File: src/rtl/div_issue_ctrl_pkg.sv
// Shared definitions for the divider issue controller.
//   - default sizing for the request ports (N_REQ, TAG_W, ID_W)
//   - controller state encoding (IDLE/ISSUE/WAIT/RESP/DRAIN)
package div_issue_ctrl_pkg;

  localparam int unsigned DIV_N_REQ_DEF = 2;
  localparam int unsigned DIV_TAG_W_DEF = 5;
  localparam int unsigned DIV_ID_W_DEF  = 1;

  // Encodings kept identical to the legacy block so waveform decoders still match.
  localparam logic [2:0] ST_IDLE  = 3'd0;
  localparam logic [2:0] ST_ISSUE = 3'd1;
  localparam logic [2:0] ST_WAIT  = 3'd2;
  localparam logic [2:0] ST_RESP  = 3'd3;
  localparam logic [2:0] ST_DRAIN = 3'd4;

  typedef enum logic [2:0] {
    S_IDLE  = ST_IDLE,
    S_ISSUE = ST_ISSUE,
    S_WAIT  = ST_WAIT,
    S_RESP  = ST_RESP,
    S_DRAIN = ST_DRAIN
  } div_state_t;

endpackage

File: src/rtl/div_rr_arbiter.sv
// Round-robin arbiter for the divider issue ports.
//   req_i   : request vector, one bit per port
//   ptr_i   : highest-priority port this cycle
//   grant_o : one-hot grant (0 when nothing requests)
//   idx_o   : index of the granted port
//   valid_o : some port was granted
module div_rr_arbiter #(
  parameter int unsigned N_REQ = 2,
  parameter int unsigned ID_W  = 1
) (
  input  logic [N_REQ-1:0] req_i,
  input  logic [ID_W-1:0]  ptr_i,
  output logic [N_REQ-1:0] grant_o,
  output logic [ID_W-1:0]  idx_o,
  output logic             valid_o
);

  int unsigned     cand;
  logic [ID_W-1:0] cand_idx;

  // Scan ports starting at ptr_i, wrapping; first requester wins.
  always_comb begin
    grant_o  = '0;
    idx_o    = '0;
    valid_o  = 1'b0;
    cand     = 0;
    cand_idx = '0;
    for (int unsigned i = 0; i < N_REQ; i++) begin
      cand     = (32'(ptr_i) + i) % N_REQ;
      cand_idx = ID_W'(cand);
      if (!valid_o && req_i[cand_idx]) begin
        valid_o           = 1'b1;
        idx_o             = cand_idx;
        grant_o[cand_idx] = 1'b1;
      end
    end
  end

endmodule

File: src/rtl/div_issue_ctrl.sv
// Shares one iterative divider between N_REQ issue ports.
// Accepts one request at a time (round-robin), launches it, waits for the
// divider's variable-latency writeback and returns the result tagged with
// requester id and instruction tag.
//   clk_i, rstn_i          clock, async active-low reset
//   req_*                  per-port request (valid/ready, opcode, ra, rb, tag)
//   div_valid_o/opcode/ra/rb  launch interface to the divider
//   div_wb_valid_i/value_i    divider writeback
//   rsp_*                  tagged result (valid/ready, id, tag, value)
//   flush_i                discard in-flight operation
//   busy_o                 controller not idle
module div_issue_ctrl
  import div_issue_ctrl_pkg::*;
#(
  parameter int unsigned N_REQ = DIV_N_REQ_DEF,
  parameter int unsigned TAG_W = DIV_TAG_W_DEF,
  parameter int unsigned ID_W  = DIV_ID_W_DEF
) (
  input  logic                   clk_i,
  input  logic                   rstn_i,
  input  logic [N_REQ-1:0]       req_valid_i,
  output logic [N_REQ-1:0]       req_ready_o,
  input  logic [N_REQ*32-1:0]    req_opcode_i,
  input  logic [N_REQ*32-1:0]    req_ra_i,
  input  logic [N_REQ*32-1:0]    req_rb_i,
  input  logic [N_REQ*TAG_W-1:0] req_tag_i,
  output logic                   div_valid_o,
  output logic [31:0]            div_opcode_o,
  output logic [31:0]            div_ra_o,
  output logic [31:0]            div_rb_o,
  input  logic                   div_wb_valid_i,
  input  logic [31:0]            div_wb_value_i,
  output logic                   rsp_valid_o,
  input  logic                   rsp_ready_i,
  output logic [ID_W-1:0]        rsp_id_o,
  output logic [TAG_W-1:0]       rsp_tag_o,
  output logic [31:0]            rsp_value_o,
  input  logic                   flush_i,
  output logic                   busy_o
);

  div_state_t       state_q, state_d;
  logic [ID_W-1:0]  rr_ptr_q;
  logic [N_REQ-1:0] arb_grant;
  logic [ID_W-1:0]  arb_idx;
  logic             arb_valid;
  logic             accept;
  logic [31:0]      sel_opcode, sel_ra, sel_rb;
  logic [TAG_W-1:0] sel_tag;
  logic [31:0]      opcode_q, ra_q, rb_q, value_q;
  logic [ID_W-1:0]  id_q;
  logic [TAG_W-1:0] tag_q;

  div_rr_arbiter #(
    .N_REQ (N_REQ),
    .ID_W  (ID_W)
  ) u_arb (
    .req_i   (req_valid_i),
    .ptr_i   (rr_ptr_q),
    .grant_o (arb_grant),
    .idx_o   (arb_idx),
    .valid_o (arb_valid)
  );

  // rstn_i gating keeps req_ready_o low while reset is held.
  assign accept      = rstn_i && (state_q == S_IDLE) && arb_valid && !flush_i;
  assign req_ready_o = accept ? arb_grant : '0;

  always_comb begin
    sel_opcode = '0;
    sel_ra     = '0;
    sel_rb     = '0;
    sel_tag    = '0;
    for (int unsigned i = 0; i < N_REQ; i++) begin
      if (arb_grant[i]) begin
        sel_opcode = req_opcode_i[i*32 +: 32];
        sel_ra     = req_ra_i[i*32 +: 32];
        sel_rb     = req_rb_i[i*32 +: 32];
        sel_tag    = req_tag_i[i*TAG_W +: TAG_W];
      end
    end
  end

  // A flushed op is still tracked until its writeback (DRAIN) so a new launch
  // can never restart the divider mid-operation.
  always_comb begin
    state_d = state_q;
    unique case (state_q)
      S_IDLE:  if (accept) state_d = S_ISSUE;
      S_ISSUE: state_d = flush_i ? S_DRAIN : S_WAIT;
      S_WAIT: begin
        if (div_wb_valid_i)  state_d = flush_i ? S_IDLE : S_RESP;
        else if (flush_i)    state_d = S_DRAIN;
      end
      S_RESP:  if (flush_i || rsp_ready_i) state_d = S_IDLE;
      S_DRAIN: if (div_wb_valid_i) state_d = S_IDLE;
      default: state_d = S_IDLE;
    endcase
  end

  always_ff @(posedge clk_i or negedge rstn_i) begin
    if (!rstn_i) begin
      state_q  <= S_IDLE;
      rr_ptr_q <= '0;
      opcode_q <= '0;
      ra_q     <= '0;
      rb_q     <= '0;
      id_q     <= '0;
      tag_q    <= '0;
      value_q  <= '0;
    end else begin
      state_q <= state_d;
      if (accept) begin
        rr_ptr_q <= (arb_idx == ID_W'(N_REQ - 1)) ? '0 : arb_idx + ID_W'(1);
        opcode_q <= sel_opcode;
        ra_q     <= sel_ra;
        rb_q     <= sel_rb;
        id_q     <= arb_idx;
        tag_q    <= sel_tag;
      end
      if (state_q == S_WAIT && div_wb_valid_i && !flush_i) begin
        value_q <= div_wb_value_i;
      end
    end
  end

  assign div_valid_o  = (state_q == S_ISSUE);
  assign div_opcode_o = opcode_q;
  assign div_ra_o     = ra_q;
  assign div_rb_o     = rb_q;
  assign rsp_valid_o  = (state_q == S_RESP);
  assign rsp_id_o     = id_q;
  assign rsp_tag_o    = tag_q;
  assign rsp_value_o  = value_q;
  assign busy_o       = (state_q != S_IDLE);

endmodule

File: config.mk
export PLATFORM = sky130hd
export DESIGN_NAME = div_issue_ctrl
export DESIGN_NICKNAME = d
export VERILOG_FILES = /design/src/rtl/div_issue_ctrl_pkg.sv /design/src/rtl/div_rr_arbiter.sv /design/src/rtl/div_issue_ctrl.sv
export SDC_FILE = /design/constraint.sdc
export NUM_CORES = 1
export LEC_CHECK = 0
export BUFFER_PORTS_ARGS = -buffer_cell sky130_fd_sc_hd__buf_2
export CORE_AREA = 2 2 146 148
export DETAILED_ROUTE_END_ITERATION = 16
export DIE_AREA = 0 0 148 150
export PLACE_DENSITY = 0.6
export SETUP_SLACK_MARGIN = 0.4
export SYNTH_ARGS = -nofsm -noshare
export SYNTH_HDL_FRONTEND = slang
export SYNTH_SLANG_ARGS = --single-unit
File: constraint.sdc
create_clock -name clk_i -period 2.16 [get_ports clk_i]
set_input_delay 0.54 -clock clk_i [delete_from_list [all_inputs] [get_ports clk_i]]
set_output_delay 0.54 -clock clk_i [all_outputs]
set_load 0.01 [all_outputs]
# After elaboration in Yosys (flattened, before gate mapping)

Cells that the tools add are included.

$add $sub $neg: 2
$lt $le $gt $ge: 4
Equality and inequality tests: 8
Mux-type cells: 32
Bitwise operators: 1
Reduce and logical (&&, ||, !) cells: 14

Operator list:

| kind                                                       | count |
|---|---|
| two-way mux 32 bit                                         | 6 |
| two-way mux 3 bit                                          | 6 |
| one-hot mux 3 bit (5 select lines)                         | 1 |
| two-way mux 1 bit                                          | 11 |
| two-way mux 5 bit                                          | 2 |
| logical AND 1 bit                                          | 8 |
| two-way mux 2 bit                                          | 4 |
| equality test 3 x 2 -> 1 bit, second input constant        | 2 |
| less-than comparator 1 x 2 -> 1 bit, second input constant | 2 |
| != test 2 bit, second input constant                       | 2 |
| AND reduction 4 bit                                        | 1 |
| equality test 3 x 1 -> 1 bit, second input constant        | 1 |
| equality test 3 bit, second input constant                 | 1 |
| logical NOT 3 bit                                          | 1 |
| != test 3 bit, second input constant                       | 1 |
| nonzero test 3 bit                                         | 1 |
| adder 1 bit, second input constant                         | 2 |
| demux 1 bit (select 1 bit)                                 | 2 |
| greater-or-equal comparator 1 bit, second input constant   | 2 |
| logical NOT 1 bit                                          | 2 |
| != test 2 x 1 -> 1 bit, second input constant              | 1 |
| OR 2 bit                                                   | 1 |
| logical OR 1 bit                                           | 1 |

Flip-flop bits (word level): 138
Input bits: 241
Output and inout bits: 139
Logic and storage cells: 69

# Logic depth before layout (Yosys ltp)

Depth after elaboration: 10
Depth in mapped cells: 7
Gate-level depth less buffers: 4

# Modules after synthesis

Synthesis repeated with hierarchy kept, for this count alone.

Cell total of the unflattened synthesis: 445
Area total of the unflattened synthesis: 6560.0 um^2

Modules (own cells, without submodules):

| module         | times used | cells each | area each (um^2) | seq. area each (um^2) |
|---|---|---|---|---|
| div_issue_ctrl | 1          | 440        | 6527.5           | 3453.3 |
| div_rr_arbiter | 1          | 5          | 32.5             | 0.0 |

# Worst setup path before layout

OpenSTA, ideal clock, no wires.

Kind: input port to output port
Start: in req_valid_i[0]
End: out req_ready_o[1]
Data arrival time: 1350 ps
Data required time: 1620 ps
Setup slack: 270 ps
Stages on the path: 5
Buffers on the path: 3
Path through: nand2b_1 > clkbuf_1 > and4_1 > buf_2 > buf_2

Cells in the longest elaborated chain, start to end: 9
Elaborated cells between the ends (all ways): 14
Those cells by class: 9 x mux; 1 x bitwise; 4 x reduce/logical

RTL lines:

| item                                                 | RTL line             | RTL |
|---|---|---|
| start, declared                                      | div_issue_ctrl.sv:21 | `input logic [N_REQ-1:0] req_valid_i,` |
| two-way mux 1 bit (not written as such) (2 in a row) | div_rr_arbiter.sv:31 | `if (!valid_o && req_i[cand_idx]) begin` |
| two-way mux 1 bit                                    | div_rr_arbiter.sv:31 |  |
| logical NOT 1 bit                                    | div_rr_arbiter.sv:31 |  |
| logical AND 1 bit                                    | div_rr_arbiter.sv:31 |  |
| two-way mux 1 bit                                    | div_rr_arbiter.sv:31 |  |
| logical AND 1 bit (2 in a row)                       | div_issue_ctrl.sv:66 | `assign accept = rstn_i && (state_q == S_IDLE) && arb_valid && !flush_i;` |
| two-way mux 2 bit (*)                                | div_issue_ctrl.sv:67 | `assign req_ready_o = accept ? arb_grant : '0;` |
| end, declared                                        | div_issue_ctrl.sv:22 | `output logic [N_REQ-1:0] req_ready_o,` |

Mark *: on every way between the ends. The rest lies on a longest branch, timed or not. The select of a mux whose other input is x is not followed.

# Worst setup path after layout

Start: reg state_q[1]
End: out req_ready_o[1]

Cells in the longest elaborated chain, start to end: 5

RTL lines:

| item                           | RTL line              | RTL |
|---|---|---|
| start, declared                | div_issue_ctrl.sv:42  | `div_state_t state_q, state_d;` |
| start signal, assigned         | div_issue_ctrl.sv:112 | `state_q <= state_d;` |
| logical NOT 3 bit              | div_issue_ctrl.sv:66  |  |
| logical AND 1 bit (3 in a row) | div_issue_ctrl.sv:66  |  |
| two-way mux 2 bit              | div_issue_ctrl.sv:67  |  |

No other way between the ends.

==> reports/results.txt <==
HPWL Detailed -> 14.7 mm
Critical Path, Cell by Cell -> nor4_4, buf_4, and4_4, buf_6
Status -> finished clean
Synth area leaders -> dfrtp_1 (55%), a221o_1 (8.9%), a21boi_0 (6.8%)
CP endpoint kind -> primary output
Pin count of the biggest net entering global routing -> 138
Crit path max-delay family -> simple AND/OR/NAND/NOR gates
Row count -> 53
Clock buffer depth -> 2
Clk slew on worst S/H paths -> 0.06 ns
Comb power frac -> 0.387
Max stage delay on crit path -> 0.42 ns
Reg2Reg Depth -> 5
Area of the multi-input gates -> 2410 um^2
Hold WC Path Type -> in2async
#FFs+latches synth -> 138
Syn_nets -> 791
Min Tclk post-route -> 2.14 ns
Critical Setup Path Class -> reg2out
Final Cycle Share -> 0.992
Number of synthesized flops with an enable pin -> 0
Pwr dens -> 1250 nW/um^2
FMAX -> 0.467 GHz
Yosys top cell area share -> 0.551
CP required -> 1.62 ns
Slew Limit Fails -> 0
Synth Warn # -> 0
Final Setup Violations -> 0
Gate Count Post-Synth -> 550
Internal -> 7.79 mW
Final nets -> 1169
Placeable Area -> 20700 um^2
Gr usage total -> 0.186
Synth area leader -> dfrtp_1
DRT Wirelength -> 22.8 mm
Die span in y -> 150 um
CTS tree -> built
Slew @ Worst Pin -> 0.768 ns
Switching Fraction -> 0.343
DRT Pass-1 Iters -> 4
Reg power frac -> 0.369
N_diodes -> 0
RSZ-0062 raised after global routing -> true
Clock latency on the worst-skew pair -> 0.41 ns
Global-route wire length before repair -> 32.5 mm
I/O pin cnt -> 380
Max-cap violations -> 0
Die X -> 148 um
Cell Count Post-Placement -> 1166
Max-slew headroom -> 0.488
Initial Utilization -> 0.303
Commonest cells in the netlist -> dfrtp_1 (138), a21boi_0 (57), a221o_1 (56)
CP max stage cell -> dfrtp_2
CP max FO -> 4
Area Overhead vs Synth -> 50.8%
Register area share after synthesis -> 0.551
Switching power -> 4.07 mW
Initial antenna violation count -> 0
# port buffers -> 379
Mapped Area -> 6270 um^2
R2r endpoint -> div_ra_o[26]$_DFFE_PN0P_
Reg2Reg Setup Slack -> 0.27 ns
Setup Skew -> 0.0152 ns
Total die area -> 22200 um^2
WP data arrival -> 1.60 ns
P_leak -> 4.87 nW
Fin. Hold Viols -> 0
CTS buffer count -> 17
GRT Residual Overflow -> 0
Clock share of power -> 0.244
Clk root buf -> clkbuf_16
Register Area -> 3460 um^2
Avg Inst Size Synth -> 11.4 um^2
H-tree level count -> 4
TritonCTS Sinks -> 138
Via/cell ratio -> 5.05
WP buf/inv -> 2
Peak VDD IR -> 0.543 mV
Async S/R FF share, synth -> 1.00
Ratio of cells with drive above 1 in the final layout -> 0.520
Placer Congestion -> 0.810
Setup crit start kind -> flip-flop
DR vias -> 6138
Filler cells -> 2010
Synth Flop Type -> dfrtp_1
Number of global-route vias before repair -> 6078
Fin cells -> 1216
Wire length per cell -> 18.7 um
Total power -> 11.9 mW
ANT nets after route -> 0
Most common cell in the netlist -> dfrtp_1
Reg-to-Reg Start -> state_q[1]$_DFFE_PN0P_
Yosys cell types -> 31
Initial DRC count -> 263
DRC viols -> 0
-- registers in the layout, summed over array words and instances, names as in the netlist --
signal	flops
div_opcode_o	32
div_ra_o	32
div_rb_o	32
rsp_value_o	32
rsp_tag_o	5
state_q	3
rr_ptr_q	1
rsp_id_o	1
-- routing by layer --
layer / GRT usage / wire (um)
met1: 0.230 / 9350
met2: 0.319 / 11600
met3: 0.0530 / 1450
met4: 0.0510 / 316
met5: 0 / 0
-- cells by family after synthesis --
kind of cell,share of synthesized area
mux,0.0575
flops,0.551
compound gates,0.265
simple gates,0.0563
buf+inv,0.0702
-- per-stage QoR --
stage / util / TNS, ns / instance area, um^2 / setup WS, ns / hold slack [ns]
CTS: 0.441 / 0 / 9130 / 0.0174 / 0.322
finish: 0.457 / 0 / 9450 / 0.0173 / 0.301
global route: 0.457 / -0.0491 / 9450 / -0.0491 / 0.327
detailed placement: 0.411 / -0.218 / 8500 / -0.0228 / 0.338
floorplan: - / 0 / 6280 / 0.294 / 0.244
global placement: 0.411 / -0.367 / 8500 / -0.0127 / 0.335
-- worst max path at each step --
stage,from,to,slack (ns),cells after the start
floorplan,state_q[1]$_DFFE_PN0P_,req_ready_o[1],0.29,4
global placement,flush_i,div_opcode_o[19]$_DFFE_PN0P_,-0.01,6
detailed placement,flush_i,div_opcode_o[30]$_DFFE_PN0P_,-0.02,6
CTS,state_q[0]$_DFFE_PN0P_,req_ready_o[1],0.02,4
finish,state_q[1]$_DFFE_PN0P_,req_ready_o[1],0.02,4
global route,state_q[1]$_DFFE_PN0P_,req_ready_o[1],-0.05,4
-- final cells by class --
class | instances | share of cell area
flip-flops and latches | 138 | 0.366
inverters | 47 | 0.0187
clock buffers | 19 | 0.0458
repair buffers | 416 | 0.263
multi-input cells | 308 | 0.255
well taps | 275 | 0.0364
clock inverters | 13 | 0.0152
-- layout by cell type, fill, tap and decap left out, types with 23 or more instances in the layout --
cell type	Yosys	final
dfrtp_1	138	136
nand3_1	46	46
inv_1	46	46
a221o_1	56	56
buf_2	18	375
o221ai_1	45	45
clkbuf_16	0	23
o21ai_0	47	36
mux2_2	32	32
a21boi_0	57	41
-- power groups by stage --
stage                     logic (mW)  registers [mW]  clock network [mW]
after global routing            4.98            4.52                3.11
final                           4.58            4.38                2.90
after floorplan                 1.72            4.94                   0
after detailed placement        4.34            4.38                   0
after global placement          4.26            4.40                   0
after CTS                       4.35            4.38                2.98
-- what timing repair did --
action                                  in CTS  in global routing
resized for setup                            5                 53
buffers inserted                             3                  4
gates cloned                                 0                 10
hold buffers                                 1                  0
endpoints found under the setup margin     108                102
endpoints found under the hold margin        1                  0
pin swaps                                    2                  2
No activity file was read; power rests on OpenSTA's default activity.
